<file path="src/rtl/fwd_hazard_if.sv">
// Bundle of ID-stage instruction metadata, pipeline controls and hazard-unit
// outputs shared between the pipeline control logic and fwd_hazard_unit.
interface fwd_hazard_if #(
    parameter int REG_AW = 5,
    parameter int CNT_W  = 16
);
    logic              id_valid;
    logic [REG_AW-1:0] id_rs1;
    logic [REG_AW-1:0] id_rs2;
    logic [REG_AW-1:0] id_rd;
    logic              id_regwrite;
    logic              id_memread;
    logic              hold;
    logic              flush;
    logic [1:0]        fwd_a;
    logic [1:0]        fwd_b;
    logic              stall;
    logic [CNT_W-1:0]  stall_count;

    // Pipeline side: presents the ID instruction and controls, consumes selects.
    modport master (
        output id_valid, id_rs1, id_rs2, id_rd, id_regwrite, id_memread, hold, flush,
        input  fwd_a, fwd_b, stall, stall_count
    );

    // Hazard unit side.
    modport slave (
        input  id_valid, id_rs1, id_rs2, id_rd, id_regwrite, id_memread, hold, flush,
        output fwd_a, fwd_b, stall, stall_count
    );
endinterface

</file>
<file path="src/rtl/fwd_hazard_unit.sv">
// Forwarding and load-use hazard control for a 5-stage in-order pipeline.
// Tracks destination metadata through EX/MEM/WB, drives the two operand
// forwarding selects, raises a one-cycle load-use stall, and counts stalls.
module fwd_hazard_unit #(
    parameter int REG_AW = 5,
    parameter int CNT_W  = 16
) (
    input  logic         clk,
    input  logic         rst_n,
    fwd_hazard_if.slave  hz_io
);
    localparam logic [REG_AW-1:0] REG_ZERO = '0;
    localparam logic [CNT_W-1:0]  CNT_MAX  = '1;

    // EX stage metadata
    logic [REG_AW-1:0] ex_rs1_q, ex_rs1_d;
    logic [REG_AW-1:0] ex_rs2_q, ex_rs2_d;
    logic [REG_AW-1:0] ex_rd_q, ex_rd_d;
    logic              ex_regwrite_q, ex_regwrite_d;
    logic              ex_memread_q, ex_memread_d;
    logic              ex_valid_q, ex_valid_d;
    // MEM stage metadata
    logic [REG_AW-1:0] mem_rd_q, mem_rd_d;
    logic              mem_regwrite_q, mem_regwrite_d;
    logic              mem_valid_q, mem_valid_d;
    // WB stage metadata
    logic [REG_AW-1:0] wb_rd_q, wb_rd_d;
    logic              wb_regwrite_q, wb_regwrite_d;
    logic              wb_valid_q, wb_valid_d;
    // Stall statistics
    logic [CNT_W-1:0]  stall_count_q, stall_count_d;

    logic              stall_w;
    logic [1:0][REG_AW-1:0] ex_src;
    logic [1:0][1:0]        fwd_sel;

    assign ex_src[0] = ex_rs1_q;
    assign ex_src[1] = ex_rs2_q;

    // One select per ALU operand; MEM holds the newer value so it wins over WB.
    // Register 0 is never forwarded since it always reads as zero.
    generate
        for (genvar gi = 0; gi < 2; gi++) begin : g_fwd
            logic mem_hit;
            logic wb_hit;
            assign mem_hit = mem_valid_q && mem_regwrite_q &&
                             (mem_rd_q == ex_src[gi]) && (ex_src[gi] != REG_ZERO);
            assign wb_hit  = wb_valid_q && wb_regwrite_q &&
                             (wb_rd_q == ex_src[gi]) && (ex_src[gi] != REG_ZERO);
            assign fwd_sel[gi] = !ex_valid_q ? 2'b00 :
                                 mem_hit     ? 2'b10 :
                                 wb_hit      ? 2'b01 : 2'b00;
        end
    endgenerate

    // A load in EX whose rd feeds the ID instruction cannot forward in time;
    // flush wins because the consumer is being squashed anyway.
    assign stall_w = hz_io.id_valid && !hz_io.flush && ex_valid_q && ex_memread_q &&
                     (ex_rd_q != REG_ZERO) &&
                     ((ex_rd_q == hz_io.id_rs1) || (ex_rd_q == hz_io.id_rs2));

    assign hz_io.fwd_a       = fwd_sel[0];
    assign hz_io.fwd_b       = fwd_sel[1];
    assign hz_io.stall       = stall_w;
    assign hz_io.stall_count = stall_count_q;

    // Next-state: advance the stage metadata unless frozen by hold.
    always_comb begin
        ex_rs1_d       = ex_rs1_q;
        ex_rs2_d       = ex_rs2_q;
        ex_rd_d        = ex_rd_q;
        ex_regwrite_d  = ex_regwrite_q;
        ex_memread_d   = ex_memread_q;
        ex_valid_d     = ex_valid_q;
        mem_rd_d       = mem_rd_q;
        mem_regwrite_d = mem_regwrite_q;
        mem_valid_d    = mem_valid_q;
        wb_rd_d        = wb_rd_q;
        wb_regwrite_d  = wb_regwrite_q;
        wb_valid_d     = wb_valid_q;
        stall_count_d  = stall_count_q;
        if (!hz_io.hold) begin
            wb_rd_d        = mem_rd_q;
            wb_regwrite_d  = mem_regwrite_q;
            wb_valid_d     = mem_valid_q;
            mem_rd_d       = ex_rd_q;
            mem_regwrite_d = ex_regwrite_q;
            mem_valid_d    = ex_valid_q;
            ex_rs1_d       = hz_io.id_rs1;
            ex_rs2_d       = hz_io.id_rs2;
            ex_rd_d        = hz_io.id_rd;
            ex_regwrite_d  = hz_io.id_regwrite;
            ex_memread_d   = hz_io.id_memread;
            // Squashed or stalled instructions enter EX as a bubble.
            ex_valid_d     = hz_io.id_valid && !hz_io.flush && !stall_w;
            if (stall_w && (stall_count_q != CNT_MAX)) begin
                stall_count_d = stall_count_q + 1'b1;
            end
        end
    end

    // State register with asynchronous clear.
    always_ff @(posedge clk or negedge rst_n) begin
        if (!rst_n) begin
            ex_rs1_q       <= '0;
            ex_rs2_q       <= '0;
            ex_rd_q        <= '0;
            ex_regwrite_q  <= 1'b0;
            ex_memread_q   <= 1'b0;
            ex_valid_q     <= 1'b0;
            mem_rd_q       <= '0;
            mem_regwrite_q <= 1'b0;
            mem_valid_q    <= 1'b0;
            wb_rd_q        <= '0;
            wb_regwrite_q  <= 1'b0;
            wb_valid_q     <= 1'b0;
            stall_count_q  <= '0;
        end else begin
            ex_rs1_q       <= ex_rs1_d;
            ex_rs2_q       <= ex_rs2_d;
            ex_rd_q        <= ex_rd_d;
            ex_regwrite_q  <= ex_regwrite_d;
            ex_memread_q   <= ex_memread_d;
            ex_valid_q     <= ex_valid_d;
            mem_rd_q       <= mem_rd_d;
            mem_regwrite_q <= mem_regwrite_d;
            mem_valid_q    <= mem_valid_d;
            wb_rd_q        <= wb_rd_d;
            wb_regwrite_q  <= wb_regwrite_d;
            wb_valid_q     <= wb_valid_d;
            stall_count_q  <= stall_count_d;
        end
    end
endmodule

</file>
<file path="src/flat_wrapper.sv">
// flat-port wrapper written by rule: the top's interface ports become plain ports
module fwd_hazard_unit_flat 
#(
    parameter int REG_AW = 5,
    parameter int CNT_W  = 16
)
  (clk, rst_n, hz_io_id_valid, hz_io_id_rs1, hz_io_id_rs2, hz_io_id_rd, hz_io_id_regwrite, hz_io_id_memread, hz_io_hold, hz_io_flush, hz_io_fwd_a, hz_io_fwd_b, hz_io_stall, hz_io_stall_count);
  fwd_hazard_if #(.REG_AW(REG_AW), .CNT_W(CNT_W)) hz_io_i ();
  input  logic clk;
  input  logic rst_n;
  input wire logic [$bits(hz_io_i.id_valid)-1:0] hz_io_id_valid;
  input wire logic [$bits(hz_io_i.id_rs1)-1:0] hz_io_id_rs1;
  input wire logic [$bits(hz_io_i.id_rs2)-1:0] hz_io_id_rs2;
  input wire logic [$bits(hz_io_i.id_rd)-1:0] hz_io_id_rd;
  input wire logic [$bits(hz_io_i.id_regwrite)-1:0] hz_io_id_regwrite;
  input wire logic [$bits(hz_io_i.id_memread)-1:0] hz_io_id_memread;
  input wire logic [$bits(hz_io_i.hold)-1:0] hz_io_hold;
  input wire logic [$bits(hz_io_i.flush)-1:0] hz_io_flush;
  output wire logic [$bits(hz_io_i.fwd_a)-1:0] hz_io_fwd_a;
  output wire logic [$bits(hz_io_i.fwd_b)-1:0] hz_io_fwd_b;
  output wire logic [$bits(hz_io_i.stall)-1:0] hz_io_stall;
  output wire logic [$bits(hz_io_i.stall_count)-1:0] hz_io_stall_count;
  assign hz_io_i.id_valid = hz_io_id_valid;
  assign hz_io_i.id_rs1 = hz_io_id_rs1;
  assign hz_io_i.id_rs2 = hz_io_id_rs2;
  assign hz_io_i.id_rd = hz_io_id_rd;
  assign hz_io_i.id_regwrite = hz_io_id_regwrite;
  assign hz_io_i.id_memread = hz_io_id_memread;
  assign hz_io_i.hold = hz_io_hold;
  assign hz_io_i.flush = hz_io_flush;
  assign hz_io_fwd_a = hz_io_i.fwd_a;
  assign hz_io_fwd_b = hz_io_i.fwd_b;
  assign hz_io_stall = hz_io_i.stall;
  assign hz_io_stall_count = hz_io_i.stall_count;
  fwd_hazard_unit #(.REG_AW(REG_AW), .CNT_W(CNT_W)) u_core (.clk(clk), .rst_n(rst_n), .hz_io(hz_io_i));
endmodule
</file>
<file path="config.mk">
export PLATFORM = sky130hd
export DESIGN_NAME = fwd_hazard_unit_flat
export DESIGN_NICKNAME = d
export VERILOG_FILES = /design/src/rtl/fwd_hazard_if.sv /design/src/rtl/fwd_hazard_unit.sv /design/src/flat_wrapper.sv
export SDC_FILE = /design/constraint.sdc
export NUM_CORES = 1
export LEC_CHECK = 0
export CAP_MARGIN = 20
export CELL_PAD_IN_SITES_DETAIL_PLACEMENT = 2
export CELL_PAD_IN_SITES_GLOBAL_PLACEMENT = 2
export CORE_MARGIN = 2
export CORE_UTILIZATION = 38
export CTS_CLUSTER_SIZE = 8
export DETAILED_ROUTE_END_ITERATION = 7
export MAX_ROUTING_LAYER = met4
export PLACE_DENSITY_LB_ADDON = 0.1
export SLEW_MARGIN = 20
export SYNTH_ARGS = -nofsm -noshare
export SYNTH_HDL_FRONTEND = slang
export SYNTH_SLANG_ARGS = --single-unit
</file>
<file path="constraint.sdc">
create_clock -name clk -period 3.3 [get_ports clk]
set_input_delay 0.99 -clock clk [delete_from_list [all_inputs] [get_ports clk]]
set_output_delay 0.99 -clock clk [all_outputs]
set_load 0.05 [all_outputs]
</file>
==> flow_summary_export.csv, run 1 <==
group,metric,value,unit
clock_tree,clk_pin_slew,0.09,ns
grt,grt_max_degree,34,
power,leakagePower,0.001327,µW
synth,syn_nets,218,
detailed_routing,drc,0,
worst_setup_path,worst_setup_path_end_kind,"output port",
clock_tree,cts.sinks,48,
synth,synth_top_family_by_area,"XOR/XNOR gates",
synth,syn-instance-count,195,
floorplanning,dieWidth,83.95,µm
detailed_routing,ant_nets,0,
power,p_sw,376.1,µW
sta,fin_crit_sh,0.9855,
final_layout,post-route-util,0.5053,
synth,synth-simple-area-share,0.1551,
grt,grt_pass1_wl,11000,µm
synth,yosys.area.top_type_share,0.4946,
synth,yosysWarnings,0,
worst_setup_path,crit_type,"in2out",
synth,synth.distinct_cells,30,
worst_setup_path,crit_start,"hz_io_id_rs1[1]",
power,combPwrFrac,0.162,
sta,min_period,3.252,ns
detailed_routing,routed_wl,6462,µm
floorplanning,initial_core_util,0.3869,
floorplanning,num_rows,29,
synth,synthAdderAreaFrac,0.005152,
grt,grt_use_total,0.2040,
power,power_frac_seq,0.504,
worst_setup_path,start_kind,"primary input",
sta,fin_tns_setup,0,ns
worst_setup_path,crit_required,2.31,ns
clock_tree,cts_tree,"done",
synth,synth.area.top_cells,"dfrtp_1 49%, xnor2_1 16%, mux2_2 14%, nand4_1 4.9%, nand2_1 1.1%",
sta,skew,0.005544,ns
sta,slew_violations,0,
final_layout,nets,269,
floorplanning,ios,43,
run,drv_cap,0,
clock_tree,clk_latency,0.30,ns
grt,grt_overflow,0,
synth,synth_commonest_cells,"48 x dfrtp_1, 45 x xnor2_1, 31 x mux2_2, 19 x nand4_1, 7 x nand2_1",
worst_setup_path,critPathMaxFanout,2,
power,power_density,447.3,nW/µm²
final_layout,area.growth.synth_to_final,30.60,%
synth,synth_top_area_cell,"dfrtp_1",
outcome,status,"finished, final reports clean",
sta,worst_pin_slew,0.6710,ns
power,total_power,1419,µW
final_layout,drive_gt1_frac,0.2551,
sta,max_freq,307.5,MHz
min_path,hp-start,"u_core.hz_io.stall_count[15]$_DFFE_PN0P_",
power,clkPwrFrac,0.334,
worst_setup_path,regToRegStartpoint,"u_core.ex_rd_q[3]$_DFFE_PN0N_",
power,peakVddDrop,0.2090,mV
clock_tree,cts.htree.levels,2,
synth,synth-edff-count,0,
synth,yosys_most_used_dff,"dfrtp_1",
detailed_routing,drtIter0Drc,87,
clock_tree,root_buffer,"clkbuf_8",
floorplanning,die-area,7047,µm²
min_path,hold_path_class,"reg2reg",
place,hpwlAfterDp,4827,µm
sta,finalHoldViolations,0,
floorplanning,die_y,83.95,µm
floorplanning,core-area,6277,µm²
sta,slew_headroom,0.5527,
place,gp_congestion,0.7976,
synth,synth-seq-cells,48,
clock_tree,cts_max_path_buffers,2,
power,intPower,1043,µW
grt,first_global_vias,2041,
sta,setup_viol,0,
synth,async_flop_share,1.000,
detailed_routing,viasPerCell,5.367,
synth,avgSynthCellArea,12.45,µm²
final_layout,diodes,0,
worst_setup_path,r2r_slack,1.32,ns
detailed_routing,num_vias,1739,
synth,synth-seq-area-share,0.4946,
power,swShare,0.2651,
synth,synth_compound_area_frac,0.02370,
grt,antenna_found_initial,0,
synth,netlist_area,2429,µm²
detailed_routing,wl_per_cell,19.94,µm
clock_tree,cts_buffers,5,
worst_setup_path,cp.arrival,2.26,ns
detailed_routing,dr.pass1.iters,3,
synth,synthMuxAreaShare,0.1484,
place,portBuffers,42,
synth,synth_most_common_cell,"dfrtp_1",
synth,synthXorXnorAreaFrac,0.1623,
==> cells in the final DEF (no fill, tap or decap), drive strengths merged <==
master / n
and2: 2
and3: 4
and3b: 1
and4b: 2
buf: 11
bufinv: 1
clkbuf: 7
clkdlybuf4s50: 28
dfrtp: 48
dlygate4sd2: 4
dlymetal6s2s: 6
ha: 1
inv: 1
mux2: 32
nand2: 7
nand3: 5
nand3b: 1
nand4: 19
nand4b: 2
nor2: 6
nor2b: 1
nor3: 3
nor4: 3
o211ai: 1
o21ai: 1
o22ai: 1
o41ai: 1
or4: 3
xnor2: 45
==> worst paths after layout <==
check / to / cells after the start
min in group asynchronous: u_core.wb_valid_q$_DFFE_PN0N_ / 1
worst max register to register: u_core.hz_io.stall_count[1]$_DFFE_PN0P_ / 6
max in group asynchronous: u_core.mem_rd_q[3]$_DFFE_PN0N_ / 2
worst max-delay path: hz_io_stall / 6
worst min-delay path: u_core.hz_io.stall_count[15]$_DFFE_PN0P_ / 1
worst min register to register: u_core.hz_io.stall_count[15]$_DFFE_PN0P_ / 1
==> per-stage QoR <==
stage          instances  area [µm²]  setup slack, ns  hold WS (ns)
2_1_floorplan        195        2444           0.2088        0.4715
3_3_place_gp         314        3000          -0.1149        0.4831
6_report             324        3172          0.04783        0.5023
3_5_place_dp         314        3000          -0.1743        0.4975
5_1_grt              324        3172         -0.01350        0.5376
4_1_cts              322        3134         -0.05938        0.5107
==> power groups by stage <==
stage	Clock, µW	Sequential, µW	Combinational [µW]
after CTS	487	715	234
final	473	715	230
after floorplan	0	704	152
after global placement	0	720	216
after global routing	510	725	253
after detailed placement	0	726	230
==> flip-flops by register name, indices dropped and copies added (netlist names) <==
name,cells
u_core.wb_regwrite_q,1
u_core.wb_valid_q,1
u_core.ex_rs2_q,5
u_core.mem_rd_q,5
u_core.ex_valid_q,1
u_core.ex_memread_q,1
u_core.wb_rd_q,5
u_core.mem_regwrite_q,1
u_core.ex_rs1_q,5
u_core.ex_regwrite_q,1
u_core.ex_rd_q,5
u_core.mem_valid_q,1
u_core.hz_io.stall_count,16
==> critical path: stages <==
cell,delay [ns]
clkdlybuf4s50_1,0.51
xnor2_1,0.14
nand3_1,0.10
o22ai_2,0.13
nor2b_4,0.23
buf_12,0.15
==> area by class of cell <==
| class | count | area (µm²) |
|---|---|---|
| clock buffers | 7 | 96.34 |
| clock inverters | 1 | 30.03 |
| fillers | 604 | 3105 |
| inverters | 1 | 3.754 |
| multi-input cells | 141 | 1236 |
| flip-flops and latches | 48 | 1201 |
| well taps | 77 | 96.34 |
| repair buffers | 49 | 508.0 |
==> routing by layer <==
layer,up-vias,wire [µm],track usage
li1,801,-,-
met1,901,3052,0.2728
met2,30,3192,0.3295
met3,7,159,0.03363
met4,0,57,0.04399
met5,-,0,-
==> timing repair <==
item                       4_1_cts  5_1_grt
hold buffers                     0        0
pin swaps                        1        2
resized for setup                6        7
buffers inserted                 0        2
cloned                           0        0
setup endpoints to repair        3        1
==> logic make-up (layout without fill, tap and decap cells) <==
group                    count (synthesis)  after routing
AO/OA/AOI/OAI                            4              4
XOR/XNOR                                45             45
adder cells (fa/ha/maj)                  1              1
buffers and inverters                    6             58
flip-flops                              48             48
multiplexers                            32             32
AND/OR/NAND/NOR                         59             59
No activity file was read; power rests on OpenSTA's default activity.
==> run 2, diff against run 1 <==
--- a/config.mk
+++ b/config.mk
@@ -9,11 +9,12 @@
 export CELL_PAD_IN_SITES_DETAIL_PLACEMENT = 2
 export CELL_PAD_IN_SITES_GLOBAL_PLACEMENT = 2
 export CORE_MARGIN = 2
-export CORE_UTILIZATION = 38
+export CORE_UTILIZATION = 35
 export CTS_CLUSTER_SIZE = 8
 export DETAILED_ROUTE_END_ITERATION = 7
 export MAX_ROUTING_LAYER = met4
 export PLACE_DENSITY_LB_ADDON = 0.1
+export REMOVE_ABC_BUFFERS = 1
 export SLEW_MARGIN = 20
 export SYNTH_ARGS = -nofsm -noshare
 export SYNTH_HDL_FRONTEND = slang
==> constraint.sdc (replaced) <==
create_clock -name clk -period 3.58 [get_ports clk]
set_input_delay 1.074 -clock clk [delete_from_list [all_inputs] [get_ports clk]]
set_output_delay 1.074 -clock clk [all_outputs]
set_load 0.05 [all_outputs]
==> flow_summary_export.csv, run 2 (synthesis gave the netlist of run 1 again) <==
group,metric,value,unit
detailed_routing,wl_per_cell,19.68,µm
detailed_routing,viasPerCell,5.370,
power,power_density,429.2,nW/µm²
sta,setup_viol,0,
worst_setup_path,crit_slowest_cell,"clkdlybuf4s50_1",
grt,grt_max_degree,49,
clock_tree,cts.sinks,48,
place,portBuffers,42,
final_layout,final_common_cell,"dfrtp_1",
floorplanning,core-area,6756,µm²
worst_setup_path,worst_setup_path_end_kind,"output port",
sta,setup_ws,0.06945,ns
detailed_routing,ant_nets,0,
detailed_routing,dr.pass1.iters,4,
sta,skew,0.009059,ns
worst_setup_path,cp.arrival,2.44,ns
worst_setup_path,slowest_delay,0.45,ns
clock_tree,clk_latency,0.30,ns
floorplanning,initial_core_util,0.3594,
sta,finalHoldViolations,0,
grt,grt_overflow,0,
clock_tree,cts_hold_buf,0,
grt,grt_use_total,0.1872,
detailed_routing,num_vias,1729,
detailed_routing,routed_wl,6337,µm
final_layout,diodes,0,
sta,slew_violations,0,
power,power_frac_seq,0.498,
worst_setup_path,start_kind,"primary input",
power,p_sw,339.4,µW
final_layout,nets,265,
clock_tree,cts_max_path_buffers,2,
grt,first_global_vias,1975,
final_layout,largest_reg_flops,16,
sta,worst_pin_slew,0.6167,ns
sta,fin_tns_setup,0,ns
clock_tree,cts.htree.levels,2,
sta,fin_crit_sh,0.9806,
sta,rsz0062_at_grt,"false",
final_layout,area.growth.synth_to_final,27.15,%
clock_tree,root_buffer,"clkbuf_8",
grt,grt_pass1_wl,10560,µm
power,combPwrFrac,0.154,
floorplanning,die_y,87.30,µm
power,peakVddDrop,0.1797,mV
final_layout,drive_gt1_frac,0.2190,
grt,antenna_found_initial,0,
sta,max_freq,284.9,MHz
floorplanning,die-area,7621,µm²
place,post-place-ws,0.02578,ns
final_layout,post-route-util,0.4570,
min_path,hold_path_class,"reg2reg",
detailed_routing,drc,0,
sta,hold_slack,0.5092,ns
worst_setup_path,critPathMaxFanout,3,
worst_setup_path,path_cells,"clkdlybuf4s50_1, and4b_1, o21ai_4, nor2b_1, buf_4, buf_12",
sta,slew_headroom,0.5888,
clock_tree,cts_tree,"done",
place,hpwlAfterDp,4716,µm
sta,min_period,3.511,ns
power,clkPwrFrac,0.347,
outcome,status,"finished, final reports clean",
worst_setup_path,crit_type,"in2out",
place,gp_congestion,0.7712,
power,swShare,0.2561,
run,drv_cap,0,
floorplanning,ios,43,
power,intPower,985.8,µW
clock_tree,clk_pin_slew,0.08,ns
worst_setup_path,crit_required,2.51,ns
floorplanning,num_rows,30,
power,leakagePower,0.001250,µW
floorplanning,dieWidth,87.30,µm
clock_tree,cts_buffers,5,
detailed_routing,drtIter0Drc,43,
final_layout,layout_common_cells,"48 x dfrtp_1, 45 x xnor2_1, 35 x clkdlybuf4s50_1",
## run 2: cell count changes in the layout (fill, tap and decap cells not counted), sizes merged
cell and delta:
buf -4, bufinv +1, clkbuf -2, clkdlybuf4s50 +7
dlygate4sd2 -4, dlymetal6s2s -3
## run 2: power by group through the flow
stage	combinational, µW	sequential (µW)	clock (µW)
final	205	660	460
after global routing	226	669	497
after CTS	211	661	476
after detailed placement	208	671	0
after global placement	197	665	0
after floorplan	132	649	0
## run 2: what timing repair did
item / in CTS / in global routing
setup endpoints to repair: 0 / 1
resized for setup: 0 / 3
buffers inserted: 0 / 0
## run 2: path summary, 6_finish.rpt
| kind | depth (start not counted) | from | endpoint | slack, ns |
|---|---|---|---|---|
| max | 6 | hz_io_flush | hz_io_stall | 0.07 |
| min reg2reg | 1 | u_core.hz_io.stall_count[12]$_DFFE_PN0P_ | u_core.hz_io.stall_count[12]$_DFFE_PN0P_ | 0.51 |
| min in group asynchronous | 1 | rst_n | u_core.wb_regwrite_q$_DFFE_PN0N_ | 0.78 |
| max reg2reg | 6 | u_core.hz_io.stall_count[0]$_DFFE_PN0P_ | u_core.hz_io.stall_count[1]$_DFFE_PN0P_ | 1.60 |
| min | 1 | u_core.hz_io.stall_count[12]$_DFFE_PN0P_ | u_core.hz_io.stall_count[12]$_DFFE_PN0P_ | 0.51 |
| max in group asynchronous | 1 | rst_n | u_core.hz_io.stall_count[2]$_DFFE_PN0P_ | 2.38 |
## run 2: metrics by stage
stage                     cells  cell area, µm²  total power, µW
after global placement      315            2949            862.1
after detailed placement    315            2949            878.3
final                       322            3088             1325
after global routing        322            3088             1392
after CTS                   322            3078             1348
after floorplan             190            2406            781.4
## run 2: critical path, delay by kind of cell
kind	cells	cell delay, ns
AO/OA/AOI/OAI	1	0.11
AND/OR/NAND/NOR	2	0.52
buffers and inverters	3	0.73
## run 2: cell type report
class / count / area, µm²
clock buffers: 5 / 68.82
clock inverters: 2 / 60.06
fillers: 679 / 3669
inverters: 1 / 3.754
multi-input cells: 141 / 1201
flip-flops and latches: 48 / 1201
well taps: 80 / 100.1
repair buffers: 45 / 452.9
## run 2: layer usage
metal | share of wire | routed length, µm | vias to the layer above | global-route usage
met3 | 0.030 | 191 | 5 | 0.03318
met2 | 0.49 | 3095 | 34 | 0.2920
met5 | 0 | 0 | - | -
li1 | - | - | 793 | -
met1 | 0.47 | 2993 | 897 | 0.2572
met4 | 0.0088 | 56 | 0 | 0.03776
